## config.mk

```make
export PLATFORM = sky130hd
export DESIGN_NAME = axicb_req_arbiter
export DESIGN_NICKNAME = d
export VERILOG_FILES = /design/src/rtl/axicb_arb_pkg.sv /design/src/rtl/axicb_rr_picker.sv /design/src/rtl/axicb_req_arbiter.sv
export SDC_FILE = /design/constraint.sdc
export NUM_CORES = 1
export LEC_CHECK = 0
export CORE_MARGIN = 2
export CORE_UTILIZATION = 32
export DETAILED_ROUTE_END_ITERATION = 8
export MAX_ROUTING_LAYER = met4
export PLACE_DENSITY = 0.91
export SKIP_LAST_GASP = 1
export SLEW_MARGIN = 5
export SYNTH_ARGS = -nofsm -noshare
export SYNTH_HDL_FRONTEND = slang
export SYNTH_SLANG_ARGS = --single-unit
```

## constraint.sdc

```tcl
create_clock -name aclk -period 2.18 [get_ports aclk]
set_input_delay 0.327 -clock aclk [delete_from_list [all_inputs] [get_ports aclk]]
set_output_delay 0.327 -clock aclk [all_outputs]
set_load 0.02 [all_outputs]
```

## src/rtl/axicb_arb_pkg.sv

```systemverilog
// axicb_arb_pkg: shared state type, default priority width and one-hot decode
// used by the crossbar request arbiter.
package axicb_arb_pkg;

    typedef enum logic {ARB_IDLE, ARB_LOCKED} arb_state_e;

    localparam int PRIO_W_DEFAULT = 2;

    // Grant vectors are one-hot, so OR-ing the set indices yields the index.
    function automatic logic [3:0] oh2idx(input logic [15:0] oh);
        logic [3:0] idx;
        idx = '0;
        for (int i = 0; i < 16; i++)
            idx = oh[i] ? (idx | 4'(i)) : idx;
        return idx;
    endfunction

endpackage

```

## src/rtl/axicb_rr_picker.sv

```systemverilog
// axicb_rr_picker: picks the first request strictly above ptr_i, wrapping,
// via a priority encoder over the request vector duplicated to double width.
module axicb_rr_picker #(
    parameter int N  = 4,
    parameter int PW = 2
) (
    input  logic [N-1:0]  req_i,
    input  logic [PW-1:0] ptr_i,
    output logic [N-1:0]  gnt_o
);

    logic [2*N-1:0] dbl;

    always_comb begin
        dbl   = {req_i, req_i};
        gnt_o = '0;
        for (int i = 2*N-1; i >= 0; i--)
            gnt_o = (dbl[i] && i > int'(ptr_i)) ? (N'(1) << (i % N)) : gnt_o;
    end

endmodule

```

## src/rtl/axicb_req_arbiter.sv

```systemverilog
// axicb_req_arbiter: round-robin merge of NB_REQ valid/ready streams, grant locked per burst.
// Define AXICB_ARB_PRIO_EN to add i_prio and pre-filter to the highest valid priority.
module axicb_req_arbiter
    import axicb_arb_pkg::*;
#(
    parameter int NB_REQ     = 4,
    parameter int DATA_BUS_W = 8
`ifdef AXICB_ARB_PRIO_EN
    , parameter int PRIO_W   = PRIO_W_DEFAULT
`endif
) (
    input  logic                         aclk,
    input  logic                         aresetn,
    input  logic                         srst,
    input  logic [NB_REQ-1:0]            i_valid,
    output logic [NB_REQ-1:0]            i_ready,
    input  logic [NB_REQ*DATA_BUS_W-1:0] i_data,
    input  logic [NB_REQ-1:0]            i_last,
`ifdef AXICB_ARB_PRIO_EN
    input  logic [NB_REQ*PRIO_W-1:0]     i_prio,
`endif
    output logic                         o_valid,
    input  logic                         o_ready,
    output logic [DATA_BUS_W-1:0]        o_data,
    output logic                         o_last,
    output logic [NB_REQ-1:0]            o_grant,
    output logic                         busy
);

    localparam int PTR_W = $clog2(NB_REQ);

    arb_state_e        state_q, state_d;
    logic [NB_REQ-1:0] gnt_q, gnt_d, cand, win;
    logic [PTR_W-1:0]  rr_q, rr_d;
    logic              hs_last;

`ifdef AXICB_ARB_PRIO_EN
    logic [PRIO_W-1:0] top;

    always_comb begin
        top  = '0;
        cand = '0;
        for (int k = 0; k < NB_REQ; k++)
            top = (i_valid[k] && i_prio[k*PRIO_W +: PRIO_W] > top) ? i_prio[k*PRIO_W +: PRIO_W] : top;
        for (int k = 0; k < NB_REQ; k++)
            cand[k] = i_valid[k] && (i_prio[k*PRIO_W +: PRIO_W] == top);
    end
`else
    assign cand = i_valid;
`endif

    axicb_rr_picker #(.N(NB_REQ), .PW(PTR_W)) u_pick (
        .req_i (cand),
        .ptr_i (rr_q),
        .gnt_o (win)
    );

    always_ff @(posedge aclk or negedge aresetn) begin
        if (!aresetn) begin
            state_q <= ARB_IDLE;
            gnt_q   <= '0;
            rr_q    <= PTR_W'(NB_REQ - 1);
        end else if (srst) begin
            state_q <= ARB_IDLE;
            gnt_q   <= '0;
            rr_q    <= PTR_W'(NB_REQ - 1);
        end else begin
            state_q <= state_d;
            gnt_q   <= gnt_d;
            rr_q    <= rr_d;
        end
    end

    // A presented but unfinished beat locks its winner so valid/data stay stable.
    always_comb begin
        hs_last = o_valid && o_ready && o_last;
        rr_d    = hs_last ? PTR_W'(oh2idx(16'(o_grant))) : rr_q;
        state_d = state_q;
        gnt_d   = gnt_q;
        if (state_q == ARB_IDLE) begin
            state_d = (o_valid && !hs_last) ? ARB_LOCKED : ARB_IDLE;
            gnt_d   = (o_valid && !hs_last) ? win : '0;
        end else if (hs_last) begin
            state_d = ARB_IDLE;
            gnt_d   = '0;
        end
    end

    always_comb begin
        o_grant = (state_q == ARB_LOCKED) ? gnt_q : win;
        o_valid = |(i_valid & o_grant);
        o_data  = '0;
        o_last  = 1'b0;
        for (int k = 0; k < NB_REQ; k++) begin
            o_data = o_grant[k] ? (o_data | i_data[k*DATA_BUS_W +: DATA_BUS_W]) : o_data;
            o_last = o_last | (o_grant[k] & i_last[k]);
        end
        i_ready = o_grant & {NB_REQ{o_ready}};
        busy    = (state_q == ARB_LOCKED);
    end

endmodule

```

== Word-level counts from Yosys, hierarchy flattened ==
Index checks and enable logic that the tools add are counted.
Word-level totals
  RAM bits: 0
  bits in registers: 7
  latch bits: 0
  word-level logic and storage cells: 53
  memory bits (read-only): 0
  memories: 0
Cells by class
  multiplexer cells: 25
  eq/ne operators: 1
  bitwise logic cells: 12
  add/subtract/negate cells: 0
  shifts and indexed selects: 0
  reduce and logical (&&, ||, !) cells: 9
  multipliers: 0
  magnitude comparators: 3
  div/mod/pow operators: 0
Operators with widths (number)
  2-to-1 mux 4 bit: 12
  2-to-1 mux 8 bit: 4
  OR 8 bit: 3
  AND 4 bit: 2
  2-to-1 mux 2 bit: 4
  logical AND 1 bit: 6
  2-to-1 mux 1 bit: 5
  AND 1 bit: 4
  > comparator 2 bit, first input constant: 2
  OR reduction 4 bit: 1
  inequality test 3 x 2 -> 1 bit, second input constant: 1
  OR 1 bit: 3
  > comparator 1 x 2 -> 1 bit, first input constant: 1
  nonzero test 2 bit: 1
  logical NOT 1 bit: 1

== Longest topological paths before layout ==
Gate-level depths: netlist of run 1.
  word-level depth: 18
  depth in mapped cells: 8
  gate-level depth less buffers: 6

== Cells and area by module ==
A second synthesis of run 1 with hierarchy kept.
Unflattened totals
  cell total of the unflattened synthesis: 89
  area total of the unflattened synthesis: 763.2 um2
By module, submodules not included
  axicb_req_arbiter: area each 665.6 um2, times used 1, sequential area each 177.7 um2, cells each 73
  axicb_rr_picker: area each 97.6 um2, times used 1, sequential area each 0.0 um2, cells each 16

== Worst setup path before layout of run 1 ==
Ideal clock, no wire load.
  path kind: reg2out
  start point: reg state_q (netlist: busy)
  end point: out o_data[0]
  setup slack: -0.048 ns
  stages on the path, launching flop included: 8
  arrival time: 1.901 ns
  data required time: 1.853 ns
  cells stage by stage: dfrtp_1 buf_2 inv_2 o221ai_1 o21ai_0 clkbuf_1 a222oi_1 nand2_1
Between the ends
  longest elaborated chain between the ends: 8
Ends and longest elaborated chain
  start, declared: line axicb_req_arbiter.sv:32  | arb_state_e state_q, state_d;
  start signal, assigned: line axicb_req_arbiter.sv:68  | state_q <= state_d;
  2-to-1 mux 4 bit (*): line axicb_req_arbiter.sv:90  | o_grant = (state_q == ARB_LOCKED) ? gnt_q : win;
  net o_grant[0]: line axicb_req_arbiter.sv:26  | output logic [NB_REQ-1:0] o_grant,
  2-to-1 mux 8 bit (*): line axicb_req_arbiter.sv:95  | o_data = o_grant[k] ? (o_data | i_data[k*DATA_BUS_W +: DATA_BUS_W]) : o_data;
  OR 8 bit: line axicb_req_arbiter.sv:95
  2-to-1 mux 8 bit (*): line axicb_req_arbiter.sv:95
  OR 8 bit: line axicb_req_arbiter.sv:95
  2-to-1 mux 8 bit (*): line axicb_req_arbiter.sv:95
  OR 8 bit: line axicb_req_arbiter.sv:95
  2-to-1 mux 8 bit (*): line axicb_req_arbiter.sv:95
  end, declared: line axicb_req_arbiter.sv:24  | output logic [DATA_BUS_W-1:0] o_data,
Mark *: on every way through the listed nets, which the timed path passes. The rest lies on a longest branch.

== Worst setup path after layout of run 1 ==
  start point: reg rr_q[1]
  end point: out o_data[0]
Between the ends
  longest elaborated chain between the ends: 13
Ends and longest elaborated chain
  start, declared: line axicb_req_arbiter.sv:34  | logic [PTR_W-1:0] rr_q, rr_d;
  start signal, assigned: line axicb_req_arbiter.sv:62  | rr_q <= PTR_W'(NB_REQ - 1);
  start signal, assigned: line axicb_req_arbiter.sv:66  | rr_q <= PTR_W'(NB_REQ - 1);
  start signal, assigned: line axicb_req_arbiter.sv:70  | rr_q <= rr_d;
  > comparator 2 bit: line axicb_rr_picker.sv:18  | gnt_o = (dbl[i] && i > int'(ptr_i)) ? (N'(1) << (i % N)) : gnt_o;
  logical AND 1 bit: line axicb_rr_picker.sv:18
  2-to-1 mux 4 bit (2 in a row): line axicb_rr_picker.sv:18
  2-to-1 mux 4 bit (*): line axicb_rr_picker.sv:18
  2-to-1 mux 4 bit (*): line axicb_req_arbiter.sv:90
  2-to-1 mux 8 bit: line axicb_req_arbiter.sv:95
  OR 8 bit: line axicb_req_arbiter.sv:95
  2-to-1 mux 8 bit: line axicb_req_arbiter.sv:95
  OR 8 bit: line axicb_req_arbiter.sv:95
  2-to-1 mux 8 bit: line axicb_req_arbiter.sv:95
  OR 8 bit: line axicb_req_arbiter.sv:95
  2-to-1 mux 8 bit (*): line axicb_req_arbiter.sv:95
Mark *: on every way between the ends. The rest lies on a longest branch, timed or not.

==> impl_results.md, run 1 <==
* Reg clk slew, reported paths at 0.05 ns
* Post-DP HPWL at 2490 um
* TritonCTS Sinks at 7
* Cell Chain, Critical Path: buf_4 > o221ai_2 > nand2_1 > o21ai_2 > buf_6 > a222oi_1 > nand2_2 > buf_6
* TritonRoute pass-1 iters at 4
* Vias in the first global route at 1378
* Filler cells at 115
* Setup TNS at -1.30 ns
* Nets at 248
* DR WL/cell at 17.6 um
* Tmin final at 2.36 ns
* Root buffer cell: clkbuf_4
* Async set-reset flop share out of synthesis at 1.00
* Final worst slack at -0.182 ns
* Largest net degree at the start of global routing at 11
* Met3 Usage GRT at 0.0600
* Final Max Slew Viols at 0
* Hold crit path type: input port to asynchronous set/reset pin
* GRT busiest layer: met2
* RePlAce Congestion at 0.942
* Worst-margin pin slew at 0.429 ns
* CTS Hold Bufs at 0
* Period utilization at 1.08
* Slowest cell on the critical path: dfstp_2
* # H-tree levels at 1
* Leakage power total at 0.863 nW
* Syn nets at 146
* Worst path most repeated cell: buf_6
* GRT Total Usage at 0.309
* Layout cell share with drive strength beyond 1 at 0.473
* Ys Warns at 0
* Worst EP required at 1.85 ns
* Die width at 52.8 um
* Setup Skew at 0.00121 ns
* Cell count after synthesis at 102
* MaxCap Viol Count at 0
* Final WL at 4070 um
* Routed Antenna Nets at 0
* Crit Path Max Fanout at 7
* Max stage delay on crit path at 0.63 ns
* Critical R2R Capture: gnt_q[3]$_DFFE_PN0P_
* RSZ-0062 raised after global routing: yes
* Drt drc at 0
* Finished Core Util at 0.835
* Vias/cell at 5.65
* Violations in the final reports: setup timing
* Syn Area/Cell at 7.48 um^2
* Setup violators final at 12
* Synthesized area at 763 um^2
* Rows at 17
* Element type at the critical path end: output pin
* Die area at 2790 um^2
* Worst r2r src: rr_q[1]$_DFFE_PN1P_
* GR Util met1 at 0.340
* Core ar. at 2230 um^2
* FMAX at 423 MHz
* Worst Reg-to-Reg Cells at 8
* # diodes at 0
* WS Path Type: flop to output pin
* CP arrival at 2.03 ns
* Outcome: finished with violations
* First-pass GRT wire length at 6130 um
* VDD IR max at 528 uV
* Reg-to-reg slack, setup at 0.02 ns
* Starting Density at 0.342
* Dominant cell type by area after synthesis: dfrtp_1
* Num CTS Buffers at 3
* Register area share after synthesis at 0.233
* Post-synth EDFFs at 0
* Dominant cells by area after synthesis: dfrtp_1, nand2_1, a222oi_1
* Initial antenna violation count at 0
* IO Port Bufs at 62
* Count leader, synth: nand2_1
* Final hold vios at 0
* # IOs at 63
* Synth cell count leaders: nand2_1, a222oi_1, nor2_1, dfrtp_1
* GRT met2 Usage at 0.556
* Routed vias at 1305
* Overflow after GRT at 0
* Max-Slew Margin vs Limit at 0.714
* Die height at 52.8 um
* Share of the synthesized area in the top cell type at 0.164
* Area growth, synth to finish at 144%
* Yosys cell types at 35
* #FFs+latches synth at 7
* CTS tree: done
* Iteration-0 DRC count of the detailed router at 80
* Max Root-Sink Buffers at 2
* Clk_lat worst skew at 0.24 ns
* Pwr dens at 659 nW/um^2
* Main synth FF type: dfrtp_1
* CP startpoint kind: flop
-- worst max-delay path by stage --
| stage | startpoint | to | depth (start not counted) |
|---|---|---|---|
| 2_1_floorplan | rr_q[0]$_DFFE_PN1P_ | i_ready[3] | 5 |
| 3_3_place_gp | i_valid[3] | o_data[0] | 8 |
| 3_5_place_dp | i_valid[3] | o_data[0] | 8 |
| 4_1_cts | rr_q[0]$_DFFE_PN1P_ | o_data[0] | 8 |
| 5_1_grt | rr_q[1]$_DFFE_PN1P_ | o_data[0] | 9 |
| 6_report | rr_q[1]$_DFFE_PN1P_ | o_data[0] | 8 |
-- through the flow --
step | power, mW | hold WS (ns) | cell area, um^2 | std cells | worst slack, ns
6_report | 1.23 | 0.341 | 1870 | 231 | -0.182
5_1_grt | 1.29 | 0.363 | 1870 | 231 | -0.258
4_1_cts | 1.11 | 0.335 | 1730 | 228 | -0.166
3_5_place_dp | 0.947 | 0.578 | 1590 | 212 | -0.782
3_3_place_gp | 0.928 | 0.547 | 1590 | 212 | -0.634
2_1_floorplan | 0.530 | 0.0314 | 764 | 102 | 0.0113
-- area by class of cell --
cell class | instances | area, um^2 | area share
timing repair buffer | 102 | 918 | 0.492
multi-input combinational | 85 | 689 | 0.370
sequential | 7 | 178 | 0.0952
tap | 28 | 35.0 | 0.0188
clock buffer | 4 | 26.3 | 0.0141
inverter | 5 | 18.8 | 0.0101
-- critical path: cells and delay by family, from the launching register on --
kind	cells	cell delay (ns)
and+or+nand+nor	2	0.20
DFF	1	0.63
AOI/OAI and AO/OA	3	0.53
buffers and inverters	3	0.42
-- layer usage --
layer	vias up	share of wire	wire (um)
li1	594	-	-
met3	12	0.085	345
met1	618	0.35	1410
met5	-	0	0
met2	81	0.54	2210
met4	0	0.025	102
-- layout by cell type, fill, tap and decap left out, types with 2 or more instances in the layout --
master and n:
clkdlybuf4s50_1 40, buf_4 32, nand2_1 18, buf_6 17
a222oi_1 8, buf_2 6, nor2_1 5, nand2_2 5
dfrtp_1 5, inv_1 4, o21ai_2 4, dlygate4sd2_1 4
o221ai_2 3, a22oi_1 3, nor3_1 3, nor2b_2 3
clkbuf_4 3, nand2_4 2, and2_4 2, and2_1 2
o21ai_0 2, a21oi_1 2, mux2i_1 2, clkbuf_2 2
dfstp_2 2
-- state kept, by name (all words and copies together) (netlist names) --
name / cells
rr_q: 2
gnt_q: 4
busy: 1
-- where the power goes --
| group | switching [mW] | internal (mW) |
|---|---|---|
| combinational | 0.459 | 0.482 |
| clock | 0.0423 | 0.0695 |
| sequential | 0.0235 | 0.153 |
-- kinds of logic (layout without fill, tap and decap cells) --
kind of cell           count (synthesis)  after routing  share of synthesized area
AND/OR/NAND/NOR                       50             51                      0.328
AO/OA/AOI/OAI                         32             32                      0.351
buffers and inverters                 11            111                     0.0623
multiplexers                           2              2                     0.0262
flip-flops                             7              7                      0.233
-- timing repair --
item                       in CTS  in global routing
setup endpoints to repair      25                 25
resized for setup              96                 40
buffers inserted                9                  3
gates cloned                    3                  1
pin swaps                      13                 16
hold endpoints to repair        0                  0
Power figures use the tool's default switching activity.
==> run 2, diff against run 1 <==
REMOVE_ABC_BUFFERS = 1   (was unset)
==> run 2 against run 1 <==
The run still ends with setup timing left. Register-to-register slack worse by 0.15 ns. Sequential share of layout area is 0.28 points higher. Critical path depth is 1 lower. Die area stayed put. Core utilization is 2.4 points lower. Global-route usage is 1.4 points higher. Flip-flop and latch count stayed put. Power is 1.9% higher. Clock power is 14% higher. Wire length is 7.7% higher. Clock skew is 0.00060 ns higher. Count of clock-buffer cells in the layout stayed put. Largest cell class unchanged.
==> impl_results.md, run 2 (synthesis gave the netlist of run 1 again) <==
* Routed Antenna Nets at 0 (unchanged)
* Dpl cell area at 1610 um^2 (+1.4%)
* CTS tree: done
* Area growth, synth to finish at 137%
* Core ar. at 2230 um^2 (unchanged)
* Vias in the first global route at 1377 (-0.073%)
* Tmin final at 2.41 ns (+0.0470 ns)
* Reg clk slew, reported paths at 0.06 ns (about the same)
* Sequential share of power at 0.145 (about the same)
* Finished Core Util at 0.811 (-0.0241)
* Final WL at 4380 um (+7.7%)
* Die width at 52.8 um (unchanged)
* Crit Path Max Fanout at 6 (-1)
* # IOs at 63 (unchanged)
* CP arrival at 2.08 ns (+0.05 ns)
* Worst r2r src: rr_q[1]$_DFFE_PN1P_
* Leakage power total at 0.830 nW (-3.8%)
* MaxCap Viol Count at 0 (unchanged)
* VDD IR max at 519 uV (-1.7%)
* Switch Pwr at 557 uW (+6.1%)
* Filler cells at 139 (+21%)
* Layout cell share with drive strength beyond 1 at 0.445 (-0.0279)
* Vias/cell at 5.89 (+4.2%)
* CTS Hold Bufs at 0 (unchanged)
* TritonRoute pass-1 iters at 5 (+1)
* First-pass GRT wire length at 6330 um (+3.1%)
* GRT Total Usage at 0.323 (+0.0142)
* IO Port Bufs at 62 (unchanged)
* Max-Slew Margin vs Limit at 0.751 (+0.0377)
* Switch share at 0.444 (+0.0174)
* Nets at 245 (-1.2%)
* Violations in the final reports: setup timing
* Max reg flops at 4 (unchanged)
* Internal at 696 uW (-1.2%)
* Dpl ws at -0.686 ns (+0.0962 ns)
* # H-tree levels at 1 (unchanged)
* Outcome: finished with violations
* Initial antenna violation count at 0 (unchanged)
* Starting Density at 0.342 (unchanged)
* FMAX at 415 MHz (-2.0%)
* Die area at 2790 um^2 (unchanged)
* Logic gate share of total power at 0.753 (-0.012)
* Final worst slack at -0.229 ns (-0.0470 ns)
* Die height at 52.8 um (unchanged)
* Finished Layout Cells at 228 (-1.3%)
* RSZ-0062 raised after global routing: yes
* Worst EP required at 1.85 ns (about the same)
* Overflow after GRT at 0 (unchanged)
* Rows at 17 (unchanged)
* Most frequent cells in the layout: clkdlybuf4s50_1, buf_4, nand2_1
* Max Root-Sink Buffers at 2 (unchanged)
* Final Power at 1.25 mW (+1.9%)
* # diodes at 0 (unchanged)
* Final Max Slew Viols at 0 (unchanged)
* Routed vias at 1342 (+2.8%)
* Clk network pwr share at 0.102 (+0.011)
* Period utilization at 1.10 (+0.0216)
* Commonest non-fill, non-tap cell in the layout: clkdlybuf4s50_1
* CP startpoint kind: flop
* Worst Setup SP: rr_q[1]$_DFFE_PN1P_
* RePlAce Congestion at 0.935 (-0.80%)
* Post-DP HPWL at 2570 um (+3.3%)
* Setup violators final at 19 (+7)
* Non-Filler Cell Area, Final at 1810 um^2 (-2.9%)
* Setup Skew at 0.00181 ns (+0.000603 ns)
* Pwr dens at 692 nW/um^2 (+5.0%)
* Placed Cells at 215 (+1.4%)
* Element type at the critical path end: output pin
* WS Path Type: flop to output pin
* Fin Hold WS at 0.334 ns (-0.00627 ns)
* Worst-margin pin slew at 0.373 ns (-0.0565 ns)
* Hold crit path type: input port to asynchronous set/reset pin
* Root buffer cell: clkbuf_4
* Reg with most FFs: gnt_q
* DR WL/cell at 19.2 um (+9.1%)
* Drt drc at 0 (unchanged)
* Setup TNS at -1.81 ns (-0.515 ns)
* Iteration-0 DRC count of the detailed router at 105 (+31%)
* Clk_lat worst skew at 0.26 ns (+0.02 ns)
* TritonCTS Sinks at 7 (unchanged)
* Final hold vios at 0 (unchanged)
* Largest net degree at the start of global routing at 8 (-3)
* Num CTS Buffers at 3 (unchanged)
## run 2: cell types whose count changed in the layout (fill, tap and decap cells not counted), moves of 2 or more
cell	change
nand2_1	+2
o21ai_4	+2
o221ai_2	-2
nand2_4	-2
buf_6	-5
o21ai_2	-3
o221ai_4	+2
buf_4	+3
## run 2: worst paths after layout
kind	end	slack (ns)	cells after the start
max reg2reg	busy$_DFF_PN0_	-0.13	9
min	gnt_q[0]$_DFFE_PN0P_	0.33	1
max	o_data[4]	-0.23	7
min reg2reg	rr_q[0]$_DFFE_PN1P_	0.67	2
max in group asynchronous	rr_q[1]$_DFFE_PN1P_	1.55	1
min in group aclk	rr_q[0]$_DFFE_PN1P_	0.67	2
## run 2: critical path: stages (launching register included)
cell and delay [ns]:
dfstp_2 0.58, a21oi_2 0.07, o2111ai_2 0.24, nand2_2 0.12, buf_6 0.15, a222oi_1 0.35, nand2_1 0.15, buf_6 0.16
## run 2: area by class of cell
cell class,instances,area (um^2),share of cell area
clock buffers,4,26.3,0.0145
inverters,5,18.8,0.0104
multi-input cells,84,669,0.369
flip-flops and latches,7,178,0.0981
well taps,28,35.0,0.0193
repair buffers,100,885,0.488
## run 2: what timing repair did
action                                 in CTS  in global routing
setup endpoints to repair                  25                 25
buffers inserted                            5                  1
gates cloned                                4                  0
gates resized for setup                    87                 41
pin swaps                                   9                  9
endpoints found under the hold margin       0                  0
## run 2: power by group through the flow
| stage | Sequential, mW | Clock, mW | Combinational (mW) |
|---|---|---|---|
| finish | 0.181 | 0.128 | 0.944 |
| global route | 0.183 | 0.139 | 0.993 |
| CTS | 0.174 | 0.119 | 0.815 |
| detailed placement | 0.179 | 0 | 0.771 |
| global placement | 0.177 | 0 | 0.756 |
| floorplan | 0.184 | 0 | 0.329 |
## run 2: routing by layer
layer	part of all wire	routed length, um	GRT usage
met5	0	0	-
met4	0.057	251	0.167
met3	0.10	440	0.0629
met2	0.49	2160	0.563
met1	0.35	1530	0.346
==> run 3, diff against run 2 <==
clock period = 2.57 ns   (was 2.18 ns; I/O delays follow)
==> run 3 against run 2 <==
The run now ends clean. Wire length decreased by 35%. Sequential power down 19%. Sequential share of layout area increased by 1.8 points. Via count is 16% lower. Setup slack better by 0.30 ns. Die area did not move. Hold slack improved by 0.055 ns. Critical path depth stayed put. Core utilization shrank 12 points.
==> impl_results.md, run 3 (synthesis gave the netlist of run 1 again) <==
* Clk network pwr share at 0.120 (+0.018)
* DR WL/cell at 13.5 um (-30%)
* Hold crit path type: input port to asynchronous set/reset pin
* CP arrival at 2.11 ns (+0.03 ns)
* Setup Skew at 0.00672 ns (+0.00491 ns)
* FMAX at 401 MHz
* Logic gate share of total power at 0.701 (-0.052)
* Outcome: finished, final reports clean
* # H-tree levels at 1 (unchanged)
* Tmin final at 2.49 ns
* RePlAce Congestion at 0.905 (-3.2%)
* Max Root-Sink Buffers at 2 (unchanged)
* First-pass GRT wire length at 4930 um (-22%)
* Reg with most FFs: gnt_q
* Final Max Slew Viols at 0 (unchanged)
* Switch Pwr at 359 uW (-36%)
* Initial antenna violation count at 0 (unchanged)
* Drt drc at 0 (unchanged)
* TritonCTS Sinks at 7 (unchanged)
* Worst-margin pin slew at 0.323 ns (-0.0495 ns)
* Worst Reg-to-Reg Cells at 8 (-1)
* Num CTS Buffers at 3 (unchanged)
* Rows at 17 (unchanged)
* GRT Total Usage at 0.241 (-0.0821)
* Worst EP required at 2.18 ns (+0.33 ns)
* Clk_lat worst skew at 0.25 ns (about the same)
* IO Port Bufs at 62 (unchanged)
* Nets at 229 (-6.5%)
* Max stage delay on crit path at 0.49 ns (-0.09 ns)
* Finished Core Util at 0.687 (-0.124)
* Starting Density at 0.342 (unchanged)
* Sequential share of power at 0.179 (+0.034)
* Final WL at 2870 um (-35%)
* VDD IR max at 402 uV (-23%)
* Vias in the first global route at 1189 (-14%)
* Slowest cell on the critical path: clkdlybuf4s50_1
* Post-DP HPWL at 2420 um (-5.8%)
* RSZ-0062 raised after global routing: yes
* Crit Path Max Fanout at 5 (-1)
* Iteration-0 DRC count of the detailed router at 42 (-60%)
* Layout cell share with drive strength beyond 1 at 0.277 (-0.168)
* Internal at 463 uW (-33%)
* Root buffer cell: clkbuf_4
* Max reg flops at 4 (unchanged)
* Switch share at 0.437 (-0.00768)
* TritonRoute pass-1 iters at 5 (unchanged)
* # diodes at 0 (unchanged)
* Vias/cell at 5.33 (-9.4%)
* Pwr dens at 536 nW/um^2 (-22%)
* Overflow after GRT at 0 (unchanged)
* Final hold vios at 0 (unchanged)
* Period utilization at 0.971
* Leakage power total at 0.725 nW (-13%)
* Setup violators final at 0 (-19)
* Die width at 52.8 um (unchanged)
* Most frequent cells in the layout: clkdlybuf4s50_1, nand2_1, buf_4
* MaxCap Viol Count at 0 (unchanged)
* Cell Chain, Critical Path: clkdlybuf4s50_1 > o21ai_1 > o2111ai_2 > buf_4 > nor2_1 > nand4bb_2 > dlygate4sd2_1
* Commonest non-fill, non-tap cell in the layout: clkdlybuf4s50_1
* Core ar. at 2230 um^2 (unchanged)
* Largest net degree at the start of global routing at 13 (+5)
* CP startpoint kind: input port
* WS Path Type: input port to output pin
* Die height at 52.8 um (unchanged)
* Final worst slack at 0.0751 ns (+0.304 ns)
* Reg clk slew, reported paths at 0.06 ns (about the same)
* Element type at the critical path end: output pin
* Max-Slew Margin vs Limit at 0.784 (+0.0330)
* Dpl ws at -0.441 ns (+0.245 ns)
* Routed Antenna Nets at 0 (unchanged)
* Die area at 2790 um^2 (unchanged)
* Routed vias at 1130 (-16%)
* CTS tree: done
* Area growth, synth to finish at 101%
* # IOs at 63 (unchanged)
run 3: cell types whose count changed in the layout (fill, tap and decap cells not counted), moves of 2 or more:
cell,change
o221ai_4,-2
buf_2,-4
o221ai_1,+3
buf_6,-10
buf_4,-14
nand2_2,-4
dlygate4sd2_1,+4
and2_4,-2
nand2_1,+4
o21ai_4,-2
clkbuf_2,+7
and2_1,+2
run 3: cell type report:
class                   instances  area [um^2]
fillers                       187          699
repair buffers                 84          728
flip-flops and latches          7          178
multi-input cells              84          548
clock buffers                   4         26.3
inverters                       5         18.8
well taps                      28         35.0
run 3: worst paths after layout:
path | startpoint | to | slack (ns)
min in group aclk | rr_q[0]$_DFFE_PN1P_ | rr_q[0]$_DFFE_PN1P_ | 0.59
worst min-delay path | aresetn | gnt_q[3]$_DFFE_PN0P_ | 0.39
worst max register to register | rr_q[1]$_DFFE_PN1P_ | gnt_q[1]$_DFFE_PN0P_ | 0.41
worst max-delay path | i_valid[0] | o_last | 0.08
max in group asynchronous | aresetn | rr_q[0]$_DFFE_PN1P_ | 1.90
worst min register to register | rr_q[0]$_DFFE_PN1P_ | rr_q[0]$_DFFE_PN1P_ | 0.59
run 3: per-stage QoR:
step / std cells / power, mW / cell area, um^2 / hold slack, ns / setup TNS, ns
final: 212 / 0.822 / 1530 / 0.389 / 0
after global routing: 212 / 0.878 / 1530 / 0.419 / -0.0327
after CTS: 210 / 0.826 / 1540 / 0.393 / -0.982
after detailed placement: 206 / 0.771 / 1540 / 0.582 / -5.23
after global placement: 206 / 0.761 / 1540 / 0.572 / -4.68
after floorplan: 96 / 0.435 / 734 / 0.0899 / -1.23
run 3: power groups by stage:
| stage | Sequential (mW) | Clock [mW] | Combinational [mW] |
|---|---|---|---|
| after detailed placement | 0.151 | 0 | 0.621 |
| after CTS | 0.149 | 0.104 | 0.573 |
| after global routing | 0.149 | 0.106 | 0.622 |
| after floorplan | 0.156 | 0 | 0.279 |
| final | 0.147 | 0.0989 | 0.576 |
| after global placement | 0.151 | 0 | 0.610 |
run 3: layer usage:
metal	up-vias	wire length (um)	track usage
met4	0	26	0.0556
li1	550	-	-
met2	58	1430	0.429
met5	-	0	-
met1	520	1130	0.269
met3	2	274	0.0629
run 3: worst max-delay path, delay by kind of cell:
kind                   cells  cell delay (ns)
buffers and inverters      3             1.02
AO/OA/AOI/OAI              2             0.47
AND/OR/NAND/NOR            2             0.23
run 3: repair_timing:
| action | in CTS | in global routing |
|---|---|---|
| hold buffers | 0 | 0 |
| setup buffers | 0 | 2 |
| pin swaps | 0 | 7 |
| resized for setup | 24 | 30 |
| endpoints found under the hold margin | 0 | 0 |
| setup endpoints to repair | 18 | 14 |
